--- src/rtl/dice_roll_engine.sv ---
// dice_roll_engine
// Rolls NUM_DICE dice. Each die that is not held gets a value in 1..FACES.
// Each turn allows up to MAX_ROLLS rolls.
// The random source is a 32-bit Fibonacci LFSR (taps 32,22,2,1) that shifts
// on every cycle. The first accepted roll after reset mixes a free-running
// cycle counter into the LFSR, so results depend on when the player presses.
// Dice are resolved one per cycle. A candidate that falls outside 1..FACES
// is retried. On the eighth attempt for the same die, the candidate is folded
// with a modulo instead, which bounds the roll latency.
// Optional build macro: DICE_ANIM_EN. When it is defined, unresolved dice
// show a changing random face while the roll is in progress.
//
// state  | meaning
// -------+---------------------------------------------------------------
// S_IDLE | waiting for roll_req / new_turn
// S_ROLL | resolving one die index per cycle, retrying out-of-range draws
// S_DONE | one-cycle completion pulse on done

module dice_roll_engine #(
  parameter int          NUM_DICE  = 5,
  parameter int          FACES     = 6,
  parameter int          MAX_ROLLS = 3,
  parameter logic [31:0] SEED      = 32'hACE1
) (
  input  logic                  clk,
  input  logic                  reset_n,
  input  logic                  roll_req,
  input  logic                  new_turn,
  input  logic [NUM_DICE-1:0]   hold_mask,
  output logic [3*NUM_DICE-1:0] dice_flat,
  output logic                  busy,
  output logic                  done,
  output logic                  roll_reject,
  output logic [2:0]            rolls_left
);

  localparam logic [2:0]          LP_FACES     = 3'(FACES);
  localparam logic [2:0]          LP_MAX_ROLLS = 3'(MAX_ROLLS);
  localparam logic [2:0]          LP_LAST_IDX  = 3'(NUM_DICE - 1);
  localparam logic [2:0]          LP_MAX_RETRY = 3'd7;
  localparam logic [NUM_DICE-1:0] LP_ALL_HELD  = '1;

  typedef enum logic [1:0] {
    S_IDLE = 2'd0,
    S_ROLL = 2'd1,
    S_DONE = 2'd2
  } state_t;

  state_t                r_state;
  state_t                w_state_nxt;
  logic [31:0]           r_lfsr;
  logic [31:0]           r_cnt;
  logic                  r_seeded;
  logic [2:0]            r_idx;
  logic [2:0]            r_retry;
  logic [NUM_DICE-1:0]   r_hold;
  logic [2:0]            r_rolls_left;
  logic                  r_reject;
  logic [2:0]            r_dice [NUM_DICE];

  logic                  w_lfsr_fb;
  logic [31:0]           w_lfsr_shift;
  logic [31:0]           w_lfsr_mix;
  logic [2:0]            w_cand;
  logic                  w_cand_ok;
  logic [2:0]            w_cand_mod;
  logic [2:0]            w_die_val;
  logic                  w_held;
  logic                  w_accept;
  logic                  w_reject;
  logic                  w_reload;
  logic                  w_advance;

  assign w_lfsr_fb    = r_lfsr[31] ^ r_lfsr[21] ^ r_lfsr[1] ^ r_lfsr[0];
  assign w_lfsr_shift = {r_lfsr[30:0], w_lfsr_fb};
  assign w_lfsr_mix   = r_lfsr ^ r_cnt;

  assign w_cand     = r_lfsr[2:0];
  assign w_cand_ok  = (w_cand < LP_FACES);
  assign w_cand_mod = 3'({29'd0, w_cand} % 32'(FACES));
  assign w_die_val  = (w_cand_ok ? w_cand : w_cand_mod) + 3'd1;
  assign w_held     = r_hold[r_idx];

`ifdef DICE_ANIM_EN
  logic [2:0] w_anim;
  assign w_anim = 3'({29'd0, r_lfsr[5:3]} % 32'(FACES)) + 3'd1;
`endif

  // Random source: LFSR with a one-time entropy mix on the first accepted roll.
  // An all-zero state would lock the LFSR, so SEED is loaded in its place.
  always_ff @(posedge clk or negedge reset_n) begin
    if (!reset_n) begin
      r_lfsr   <= SEED;
      r_cnt    <= 32'd0;
      r_seeded <= 1'b0;
    end else begin
      r_cnt <= r_cnt + 32'd1;
      if (w_accept && !r_seeded) begin
        r_seeded <= 1'b1;
        r_lfsr   <= (w_lfsr_mix == 32'd0) ? SEED : w_lfsr_mix;
      end else if (r_lfsr == 32'd0) begin
        r_lfsr <= SEED;
      end else begin
        r_lfsr <= w_lfsr_shift;
      end
    end
  end

  // FSM state register.
  always_ff @(posedge clk or negedge reset_n) begin
    if (!reset_n) begin
      r_state <= S_IDLE;
    end else begin
      r_state <= w_state_nxt;
    end
  end

  // Next-state logic and request arbitration. new_turn wins over roll_req in IDLE.
  always_comb begin
    w_state_nxt = r_state;
    w_accept    = 1'b0;
    w_reject    = 1'b0;
    w_reload    = 1'b0;
    w_advance   = 1'b0;
    unique case (r_state)
      S_IDLE: begin
        if (new_turn) begin
          w_reload = 1'b1;
          w_reject = roll_req;
        end else if (roll_req) begin
          if ((r_rolls_left != 3'd0) && (hold_mask != LP_ALL_HELD)) begin
            w_accept    = 1'b1;
            w_state_nxt = S_ROLL;
          end else begin
            w_reject = 1'b1;
          end
        end
      end
      S_ROLL: begin
        w_reject = roll_req;
        if (w_held || w_cand_ok || (r_retry == LP_MAX_RETRY)) begin
          w_advance = 1'b1;
          if (r_idx == LP_LAST_IDX) begin
            w_state_nxt = S_DONE;
          end
        end
      end
      S_DONE: begin
        w_reject    = roll_req;
        w_state_nxt = S_IDLE;
      end
      default: begin
        w_state_nxt = S_IDLE;
      end
    endcase
  end

  // Roll bookkeeping: latched hold mask, die index, retry count, turn budget.
  always_ff @(posedge clk or negedge reset_n) begin
    if (!reset_n) begin
      r_idx        <= 3'd0;
      r_retry      <= 3'd0;
      r_hold       <= '0;
      r_rolls_left <= LP_MAX_ROLLS;
      r_reject     <= 1'b0;
    end else begin
      r_reject <= w_reject;
      if (w_reload) begin
        r_rolls_left <= LP_MAX_ROLLS;
      end else if (w_accept) begin
        r_rolls_left <= r_rolls_left - 3'd1;
      end
      if (w_accept) begin
        r_hold  <= hold_mask;
        r_idx   <= 3'd0;
        r_retry <= 3'd0;
      end else if (r_state == S_ROLL) begin
        if (w_advance) begin
          r_idx   <= r_idx + 3'd1;
          r_retry <= 3'd0;
        end else begin
          r_retry <= r_retry + 3'd1;
        end
      end
    end
  end

  // Die value registers. Only the current index can resolve. In the animated
  // build, the current die and the dice after it that are not held show a
  // changing random face until they resolve.
  always_ff @(posedge clk or negedge reset_n) begin
    if (!reset_n) begin
      for (int i = 0; i < NUM_DICE; i++) begin
        r_dice[i] <= 3'd1;
      end
    end else if (r_state == S_ROLL) begin
      for (int i = 0; i < NUM_DICE; i++) begin
        if (3'(i) == r_idx) begin
          if (w_advance && !w_held) begin
            r_dice[i] <= w_die_val;
          end
`ifdef DICE_ANIM_EN
          else if (!w_held) begin
            r_dice[i] <= w_anim;
          end
        end else if ((3'(i) > r_idx) && !r_hold[i]) begin
          r_dice[i] <= w_anim;
`endif
        end
      end
    end
  end

  // Output packing.
  for (genvar g = 0; g < NUM_DICE; g++) begin : g_flat
    assign dice_flat[3*g +: 3] = r_dice[g];
  end

  assign busy        = (r_state != S_IDLE);
  assign done        = (r_state == S_DONE);
  assign roll_reject = r_reject;
  assign rolls_left  = r_rolls_left;

endmodule

--- config.mk ---
export PLATFORM = sky130hd
export DESIGN_NAME = dice_roll_engine
export DESIGN_NICKNAME = d
export VERILOG_FILES = /design/src/rtl/dice_roll_engine.sv
export SDC_FILE = /design/constraint.sdc
export NUM_CORES = 1
export LEC_CHECK = 0
export ABC_AREA = 1
export BUFFER_PORTS_ARGS = -buffer_cell sky130_fd_sc_hd__buf_2
export CAP_MARGIN = 15
export CORE_MARGIN = 2
export CORE_UTILIZATION = 35
export CTS_CLUSTER_SIZE = 20
export DETAILED_ROUTE_END_ITERATION = 10
export GPL_TIMING_DRIVEN = 0
export PLACE_DENSITY = 0.48
export SLEW_MARGIN = 20
export SYNTH_ARGS = -nofsm -noshare
export SYNTH_HDL_FRONTEND = slang
export SYNTH_SLANG_ARGS = --single-unit
--- constraint.sdc ---
create_clock -name clk -period 2.5 [get_ports clk]
set_clock_uncertainty 0.1 [all_clocks]
set_input_delay 0.25 -clock clk [delete_from_list [all_inputs] [get_ports clk]]
set_output_delay 0.25 -clock clk [all_outputs]
set_load 0.03 [all_outputs]
==> reports/metrics.csv, run 1 <==
stage,metric,value,unit
yosys,synthMuxAreaShare,0,%
clocking,cts_buffers,9,
grt,antenna_found_initial,0,
routing,route.detailed.drc,0,
grt,grt-ovfl-total,0,
outcome,outcome,"complete, no violations",
routing,vias,4408,
clocking,cts_buffer_depth,2,
timing,worst_slew_pin_slew,960.0,ps
timing,clock.fmax,0.4444,GHz
place,place_hpwl,9.978,mm
routing,routed_wl,13.12,mm
power_and_ir_drop,power.density,1061,mW/mm2
floorplanning,core,0.01509,mm2
grt,globalRouteTotalUtil,17.07,%
clocking,clk_pin_slew,70,ps
yosys,yosysTopAreaCellShare,38.29,%
critical_path,crit_arrival,2360,ps
timing,timing.final.ws_setup,249.6,ps
yosys,synth_seq_cells,97,
power_and_ir_drop,power.leakage,3.089,nW
yosys,synth_nets,721,
place,portBuffers,29,
yosys,yosysWarnings,0,
clocking,root_buffer,clkbuf_16,
yosys,synth_cell_types,30,
timing,setup_viol,0,
timing,fin_crit_sh,90.01,%
place,post_dp_cell_area,0.005773,mm2
routing,drt-initial-drc-count,360,
timing,hold_viol,0,
place,dp_slack,233.8,ps
yosys,yosys-top-cells-area,"dfrtp_1 (38%), nand2_1 (20%), dfstp_2 (7.4%), inv_1 (6.2%), xor2_1 (4.7%)",
yosys,async_flop_share,100.0,%
finish,nNetsFinal,763,
floorplanning,rows,45,
critical_path,crit_path_end_kind,register,
place,globalplace.congestion,0.8716,
floorplanning,start_util,35.51,%
min_path,hold_class,primary input to register,
routing,ant_nets,0,
critical_path,cp.required,2610,ps
power_and_ir_drop,p_sw,2.686,mW
yosys,synthXorXnorAreaFrac,6.047,%
job,maxCapViolations,0,
grt,grt_max_degree,58,
yosys,seq_area_frac_synth,45.65,%
yosys,synth_flop_cell,dfrtp_1,
yosys,synth_most_common_cell,nand2_1,
critical_path,cp_max_fo,10,
finish,postLayoutCellArea,0.006078,mm2
timing,drv_slew,0,
power_and_ir_drop,power_frac_clock,21.6,%
routing,via_per_inst,4.735,
floorplanning,dieArea,0.01632,mm2
power_and_ir_drop,p_int,3.763,mW
finish,n_antenna_cell,0,
grt,first_global_vias,4243,
yosys,synth_fa_ha_area_share,3.736,%
yosys,synth_edf_count,0,
yosys,synth_simple_gate_area_share,30.33,%
routing,first_pass_iters,4,
timing,relSlewSlack,35.41,%
yosys,synth.largest_area_cell,dfrtp_1,
clocking,post_cts_buffers,0,
yosys,synthCells,696,
yosys,syn_area_per_cell,7.700,um2
power_and_ir_drop,peakVddDrop,450.9,uV
floorplanning,fp.dieH,127.7,um
critical_path,crit_path_start_kind,register,
yosys,synth_top_family_by_area,simple AND/OR/NAND/NOR gates,
finish,syn_to_final_growth,13.43,%
clocking,cts_tree,yes,
yosys,syn_area,0.005359,mm2
timing,grt_setup_unrepaired,no,
grt,grt_first_pass_wirelength,21.83,mm
clocking,numClockSinks,97,
yosys,synth_compound_area_share,6.234,%
yosys,synth_common_cells,"nand2_1 (279), inv_1 (88), dfrtp_1 (82)",
timing,period_minus_slack,2250,ps
power_and_ir_drop,comb_power_share,39.5,%
clocking,clk_latency,350,ps
clocking,htreeDepth,3,
finish,layout-drive-gt1-share,12.52,%
routing,wire_per_inst,14.09,um
floorplanning,die-width,127.7,um
floorplanning,pin_count,30,
power_and_ir_drop,swShare,41.65,%
power_and_ir_drop,p_seq_share,38.9,%
critical_path,critPathKind,register to register,
-- critical path: stages, from the launching register on --
cell and delay, ps:
dfstp_2 540, inv_1 70, ha_1 230, a21oi_4 170, nand3_2 130, nor2_4 140, inv_2 90, nor2_8 160
inv_2 60, buf_6 150, buf_6 160, nand2_1 60, o21ai_1 60
-- power by group through the flow --
stage / Sequential [mW] / Clock, mW / Combinational, mW
6_report: 2.51 / 1.39 / 2.55
5_1_grt: 2.59 / 1.49 / 2.92
4_1_cts: 2.51 / 1.42 / 2.58
3_5_place_dp: 2.54 / 0 / 2.56
3_3_place_gp: 2.52 / 0 / 2.53
2_1_floorplan: 2.69 / 0 / 1.68
-- cell type report --
cell class	instances	area (um2)
inverter	91	341.6
multi-input combinational	496	2484
buffer	12	87.58
clock buffer	15	287.8
sequential	97	2446
timing repair buffer	31	188.9
tap	188	235.2
fill	1581	9011
clock inverter	1	7.507
-- per-layer routing --
metal,global-route usage [%],up-vias,routed length [um]
met5,0,-,0
met4,5.236,0,175
met3,2.421,12,397
met2,25.07,55,5550
met1,25.96,2090,6997
li1,-,2251,-
-- final timing paths --
| path | startpoint | endpoint | slack (ps) | cells after the start |
|---|---|---|---|---|
| max in group asynchronous | reset_n | r_lfsr[15]$_DFF_PN1_ | 1320 | 3 |
| min in group asynchronous | reset_n | dice_flat[5]$_DFFE_PN0P_ | 290 | 2 |
| hold / removal | hold_mask[4] | r_hold[4]$_DFFE_PN0P_ | 20 | 3 |
| hold reg to reg | dice_flat[0]$_DFFE_PN1P_ | dice_flat[0]$_DFFE_PN1P_ | 380 | 2 |
| setup / recovery | rolls_left[0]$_DFFE_PN1P_ | r_lfsr[14]$_DFF_PN0_ | 250 | 12 |
| setup reg to reg | rolls_left[0]$_DFFE_PN1P_ | r_lfsr[14]$_DFF_PN0_ | 250 | 12 |
-- state kept, by name, summed over array words and instances, names as in the netlist, 2 cells and up --
| name | flops |
|---|---|
| r_retry | 3 |
| dice_flat | 15 |
| r_cnt | 32 |
| r_idx | 3 |
| rolls_left | 3 |
| r_state | 2 |
| r_lfsr | 32 |
| r_hold | 5 |
-- through the flow --
| step | hold WS (ps) | total power [mW] | cells | utilization [%] | setup TNS, ps |
|---|---|---|---|---|---|
| 2_1_floorplan | -145.6 | 4.373 | 696 | - | 0 |
| 3_3_place_gp | 362.9 | 5.050 | 913 | 38.03 | -3406 |
| 3_5_place_dp | 100.9 | 5.103 | 914 | 38.26 | 0 |
| 4_1_cts | 17.44 | 6.517 | 931 | 40.28 | 0 |
| 5_1_grt | 17.11 | 6.995 | 931 | 40.28 | 0 |
| 6_report | 23.33 | 6.448 | 931 | 40.28 | 0 |
-- cell families after synthesis --
logic type / count (synthesis)
AO/OA/AOI/OAI: 53
XOR/XNOR: 37
adder cells (fa/ha/maj): 16
buffers and inverters: 103
flip-flops: 97
AND/OR/NAND/NOR: 390
-- placed cells by master (no fill, tap or decap), drive strengths merged --
cell type and n:
ha 16, xor2 29, o211ai 1, nand2 279, nand3 26, nor4 2
a21boi 1, clkbuf 18, inv 91, dfstp 15, nor3 20, or2 1
a21oi 4, nand4 18, nor3b 1, nor2 42, buf 39, xnor2 8
dfrtp 82, o21ai 47, clkinvlp 1, nand3b 1, dlygate4sd3 1
-- what timing repair did --
| item | 4_1_cts | 5_1_grt |
|---|---|---|
| hold buffers | 1 | 0 |
| resized for setup | 0 | 0 |
| hold endpoints to repair | 39 | 0 |
| setup endpoints to repair | 0 | 0 |
Note: power is estimated with default switching activity, not from simulation.
==> run 2: changes to the inputs <==
--- a/config.mk
+++ b/config.mk
@@ -13,7 +13,7 @@
 export CTS_CLUSTER_SIZE = 20
 export DETAILED_ROUTE_END_ITERATION = 10
 export GPL_TIMING_DRIVEN = 0
-export PLACE_DENSITY = 0.48
+export PLACE_DENSITY = 0.49
 export SLEW_MARGIN = 20
 export SYNTH_ARGS = -nofsm -noshare
 export SYNTH_HDL_FRONTEND = slang
==> constraint.sdc (replaced) <==
create_clock -name clk -period 2 [get_ports clk]
set_clock_uncertainty 0.1 [all_clocks]
set_input_delay 0.2 -clock clk [delete_from_list [all_inputs] [get_ports clk]]
set_output_delay 0.2 -clock clk [all_outputs]
set_load 0.05 [all_outputs]
==> run 2 against run 1 <==
Fmax is 14% higher; non-clock buffer count grew 17; highest routed layer unchanged; combinational power grew 47%; first-iteration DRC count is 32% lower; clock power increased by 41%; register-to-register slack got worse by 230 ps; sequential share of layout area decreased by 2.9 points.
==> reports/metrics.csv, run 2 (synthesis results as in run 1) <==
stage,metric,value,unit
outcome,outcome,"complete, no violations",
critical_path,cp.required,2140,ps
floorplanning,core,0.01509,mm2
critical_path,crit_arrival,2110,ps
clocking,cts_buffers,9,
critical_path,worst-path-buf-inv,5,
power_and_ir_drop,power_frac_clock,22.0,%
floorplanning,dieArea,0.01632,mm2
finish,seqCellArea,0.002446,mm2
routing,route.detailed.drc,0,
floorplanning,die-width,127.7,um
critical_path,critPathMaxStageDelay,540,ps
timing,worst_slew_pin_slew,759.4,ps
critical_path,worstReg2RegStart,rolls_left[0]$_DFFE_PN1P_,
finish,multi_input_area,0.002656,mm2
floorplanning,pin_count,30,
place,portBuffers,29,
routing,ant_nets,0,
timing,period_minus_slack,1978,ps
routing,via_per_inst,4.731,
floorplanning,fp.dieH,127.7,um
finish,syn_to_final_growth,22.13,%
finish,nFillCells,1516,
power_and_ir_drop,p_int,5.107,mW
place,globalplace.congestion,0.8745,
place,place_hpwl,10.08,mm
routing,vias,4485,
power_and_ir_drop,p_seq_share,36.1,%
clocking,cts_tree,yes,
grt,grt-ovfl-total,0,
finish,final_common_cell,nand2_1,
clocking,htreeDepth,3,
critical_path,cp_max_fo,7,
routing,first_pass_iters,5,
clocking,clk_pin_slew,70,ps
clocking,clk_latency,350,ps
grt,grt_max_degree,66,
floorplanning,rows,45,
grt,globalRouteTotalUtil,17.45,%
clocking,cts_buffer_depth,2,
timing,drv_slew,0,
power_and_ir_drop,power.density,1362,mW/mm2
min_path,hp-start,roll_req,
power_and_ir_drop,peakVddDrop,807.8,uV
routing,wire_per_inst,14.24,um
min_path,hold_class,primary input to register,
critical_path,critPathKind,register to register,
grt,first_global_vias,4457,
power_and_ir_drop,p_sw,3.809,mW
grt,antenna_found_initial,0,
timing,clock.fmax,0.5055,GHz
job,maxCapViolations,0,
finish,n_antenna_cell,0,
grt,grt_first_pass_wirelength,22.12,mm
timing,hold_slack,27.29,ps
critical_path,crit_path_end_kind,register,
finish,nNetsFinal,780,
power_and_ir_drop,swShare,42.72,%
routing,routed_wl,13.50,mm
timing,setup_viol,0,
timing,relSlewSlack,48.91,%
finish,layout-drive-gt1-share,19.87,%
critical_path,cp_cell_sequence,inv_2 -> ha_4 -> a21oi_4 -> nand3_2 -> nor2_4 -> inv_4 -> nor2_8 -> inv_4 -> buf_12 -> buf_12 -> nand2_2 -> o21ai_2,
critical_path,crit_slowest_cell,dfstp_2,
power_and_ir_drop,comb_power_share,41.9,%
critical_path,crit_path_start_kind,register,
power_and_ir_drop,power,8.917,mW
critical_path,critPathLaunch,rolls_left[0]$_DFFE_PN1P_,
clocking,numClockSinks,97,
timing,fin_crit_sh,98.91,%
routing,drt-initial-drc-count,245,
power_and_ir_drop,power.leakage,3.270,nW
finish,layout_common_cells,"nand2_1 (247), inv_1 (86), dfrtp_1 (82)",
clocking,root_buffer,clkbuf_16,
critical_path,critPathTopFamily,flip-flops,
floorplanning,start_util,35.51,%
timing,grt_setup_unrepaired,yes,
timing,hold_viol,0,
==> run 2: cell types whose count changed in the layout (fill, tap and decap cells not counted), moves of 5 or more <==
cell,previous run,this run
nand2_1,279,247
nand2_2,0,22
nand2_4,0,10
buf_4,0,11
dlygate4sd3_1,1,6
==> run 2: layout make-up <==
type | count | share of cell area [%]
buffer | 10 | 1.721
clock buffer | 11 | 3.862
clock inverter | 5 | 1.319
inverter | 91 | 5.295
multi-input combinational | 496 | 40.58
sequential | 97 | 37.37
tap | 188 | 3.594
timing repair buffer | 50 | 6.251
==> run 2: worst paths after layout <==
check                      slack [ps]  cells past startpoint                       end
setup / recovery                   20                     12       r_lfsr[9]$_DFF_PN0_
hold / removal                     30                      2     roll_reject$_DFF_PN0_
setup reg to reg                   20                     12       r_lfsr[9]$_DFF_PN0_
hold reg to reg                   380                      2  dice_flat[6]$_DFFE_PN1P_
max in group asynchronous         930                      3       r_lfsr[7]$_DFF_PN1_
min in group asynchronous         200                      2      r_lfsr[26]$_DFF_PN0_
==> run 2: repair_timing <==
action | in CTS | in global routing
resized for setup | 15 | 43
endpoints found under the hold margin | 37 | 0
endpoints found under the setup margin | 33 | 43
buffers inserted | 8 | 3
cloned | 3 | 0
hold buffers | 6 | 0
pin swaps | 6 | 3
==> run 2: power groups by stage <==
| stage | clock network (mW) | logic [mW] | registers [mW] |
|---|---|---|---|
| finish | 1.96 | 3.74 | 3.22 |
| global route | 2.10 | 4.24 | 3.31 |
| CTS | 2.01 | 3.60 | 3.15 |
| detailed placement | 0 | 3.50 | 3.18 |
| global placement | 0 | 3.45 | 3.16 |
| floorplan | 0 | 2.16 | 3.61 |
==> run 2: metal layers <==
| metal | global-route usage, % | share of wire [%] |
|---|---|---|
| met5 | 0 | 0 |
| met2 | 29.25 | 48 |
| met3 | 3.005 | 2.6 |
| met1 | 23.27 | 48 |
| met4 | 5.042 | 1.2 |
==> run 2: through the flow <==
step	util [%]	setup TNS, ps	cell area, um2	instances	worst slack (ps)
after global routing	43.37	-1595	6545	948	-76.06
after global placement	38.23	-40680	5768	913	-456.4
final	43.37	0	6545	948	21.81
after CTS	42.35	-31.39	6390	947	-19.31
after detailed placement	38.45	-4566	5802	914	-188.7
after floorplan	-	-4363	5388	696	-178.9
==> run 3: changes to the inputs <==
--- a/config.mk
+++ b/config.mk
@@ -9,11 +9,11 @@
 export BUFFER_PORTS_ARGS = -buffer_cell sky130_fd_sc_hd__buf_2
 export CAP_MARGIN = 15
 export CORE_MARGIN = 2
-export CORE_UTILIZATION = 35
+export CORE_UTILIZATION = 55
 export CTS_CLUSTER_SIZE = 20
 export DETAILED_ROUTE_END_ITERATION = 10
 export GPL_TIMING_DRIVEN = 0
-export PLACE_DENSITY = 0.49
+export PLACE_DENSITY = 0.73
 export SLEW_MARGIN = 20
 export SYNTH_ARGS = -nofsm -noshare
 export SYNTH_HDL_FRONTEND = slang
==> run 3 against run 2 <==
Critical path depth did not move; largest power group unchanged; combinational power decreased by 5%; sequential power fell by 2%; setup slack worse by 5.4 ps.
==> reports/metrics.csv, run 3 (synthesis results as in run 1) <==
stage,metric,value,unit
grt,first_global_vias,4533,
clocking,numClockSinks,97,
critical_path,rrSetupSlack,20,ps
clocking,cts_buffers,9,
critical_path,critPathMostFrequentCell,inv_4,
place,post_dp_cell_area,0.005733,mm2
outcome,outcome,"complete, no violations",
critical_path,cp.required,2160,ps
grt,grt-ovfl-total,0,
timing,tns,0,ps
finish,fin_util,63.80,%
critical_path,crit_path_start_kind,register,
floorplanning,core,0.009594,mm2
clocking,cts_buffer_depth,2,
finish,final_common_cell,nand2_1,
critical_path,cp_max_fo,10,
floorplanning,rows,36,
critical_path,cp_cell_sequence,inv_2 -> ha_4 -> a21oi_4 -> nand3_2 -> nor2_4 -> inv_4 -> nor2_8 -> inv_4 -> buf_8 -> buf_12 -> nand2_1 -> o21ai_1,
finish,postLayoutCellArea,0.006121,mm2
timing,fin_crit_sh,99.18,%
finish,syn_to_final_growth,14.22,%
place,place_hpwl,8.972,mm
timing,timing.final.ws_setup,16.36,ps
routing,vias,4603,
critical_path,worst-path-buf-inv,5,
power_and_ir_drop,power,7.934,mW
job,maxCapViolations,0,
place,portBuffers,29,
timing,relSlewSlack,45.13,%
finish,nFillCells,835,
grt,busiest_layer,met2,
timing,setup_viol,0,
finish,seqCellArea,0.002446,mm2
routing,routed_wl,12.35,mm
critical_path,critPathTopFamily,flip-flops,
finish,layout-drive-gt1-share,15.83,%
grt,globalRouteTotalUtil,25.39,%
critical_path,critPathKind,register to register,
routing,route.detailed.drc,0,
routing,via_per_inst,5.166,
grt,grt_max_degree,65,
min_path,hp-start,new_turn,
routing,ant_nets,0,
grt,grt_first_pass_wirelength,20.71,mm
timing,drv_slew,0,
min_path,min_to,rolls_left[0]$_DFFE_PN1P_,
timing,hold_viol,0,
floorplanning,fp.dieH,102.7,um
finish,layout_common_cells,"nand2_1 (268), inv_1 (85), dfrtp_1 (82)",
critical_path,r2r_end,r_lfsr[12]$_DFF_PN0_,
grt,use_met3,2.983,%
min_path,hold_class,primary input to register,
timing,clock.fmax,0.5041,GHz
clocking,clk_pin_slew,90,ps
finish,fin_cells,891,
grt,antenna_found_initial,0,
critical_path,crit_slowest_cell,dfstp_2,
grt,use_met1,31.92,%
clocking,cts_tree,yes,
floorplanning,pin_count,30,
critical_path,crit_arrival,2140,ps
routing,first_pass_iters,4,
place,globalplace.congestion,1.022,
place,dp_slack,-139.7,ps
grt,use_met2,44.34,%
power_and_ir_drop,power.density,1296,mW/mm2
finish,nNetsFinal,778,
place,dpl.cell_count,859,
critical_path,crit_path_end_kind,register,
timing,grt_setup_unrepaired,yes,
clocking,clk_latency,380,ps
floorplanning,start_util,55.86,%
routing,wire_per_inst,13.86,um
timing,worst_slew_pin_slew,815.6,ps
critical_path,worstReg2RegStart,rolls_left[0]$_DFFE_PN1P_,
min_path,hold_depth,3,
timing,hold_slack,19.11,ps
timing,period_minus_slack,1984,ps
power_and_ir_drop,power.leakage,3.123,nW
routing,drt-initial-drc-count,212,
clocking,root_buffer,clkbuf_8,
finish,n_antenna_cell,0,
critical_path,critPathMaxStageDelay,550,ps
critical_path,reg2reg_depth,12,
finish,multi_input_area,0.002534,mm2
clocking,htreeDepth,3,
power_and_ir_drop,peakVddDrop,850.4,uV
floorplanning,dieArea,0.01055,mm2
floorplanning,die-width,102.7,um
run 3: power breakdown:
part	internal, mW	switching (mW)	total, mW	leakage, nW
Combinational	1.13	2.42	3.56	1.82
Sequential	2.67	0.495	3.16	1.21
Clock	0.521	0.693	1.21	0.0867
run 3: repair_timing:
action,CTS,global route
gates resized for setup,12,7
setup endpoints to repair,32,39
gates cloned,0,1
endpoints found under the hold margin,74,0
setup buffers,8,2
hold buffers,7,0
pin swaps,3,4
run 3: area by class of cell:
| type | count | area share (%) |
|---|---|---|
| multi-input combinational | 496 | 41.39 |
| sequential | 97 | 39.96 |
| clock buffer | 14 | 2.657 |
| timing repair buffer | 47 | 5.642 |
| clock inverter | 2 | 0.2044 |
| tap | 133 | 2.719 |
| buffer | 11 | 1.697 |
| inverter | 91 | 5.724 |
run 3: worst max path at each step:
| stage | start | end | slack [ps] | depth (start not counted) |
|---|---|---|---|---|
| 2_1_floorplan | rolls_left[0]$_DFFE_PN1P_ | r_lfsr[30]$_DFF_PN0_ | -180 | 12 |
| 3_3_place_gp | reset_n | rolls_left[2]$_DFFE_PN0P_ | -370 | 1 |
| 4_1_cts | rolls_left[0]$_DFFE_PN1P_ | r_lfsr[12]$_DFF_PN0_ | -50 | 12 |
| 3_5_place_dp | rolls_left[0]$_DFFE_PN1P_ | r_lfsr[12]$_DFF_PN0_ | -140 | 12 |
| 6_report | rolls_left[0]$_DFFE_PN1P_ | r_lfsr[12]$_DFF_PN0_ | 20 | 12 |
| 5_1_grt | rolls_left[0]$_DFFE_PN1P_ | r_lfsr[9]$_DFF_PN0_ | -60 | 12 |
run 3: tightest hold or removal path, stage by stage:
cell,delay (ps)
buf_2,120
nand2_1,100
nand3_1,80
run 3: routing by layer:
layer	vias to the layer above	wire length (um)
met4	0	325
met2	109	6212
met1	2185	5301
met5	-	0
li1	2286	-
met3	23	506
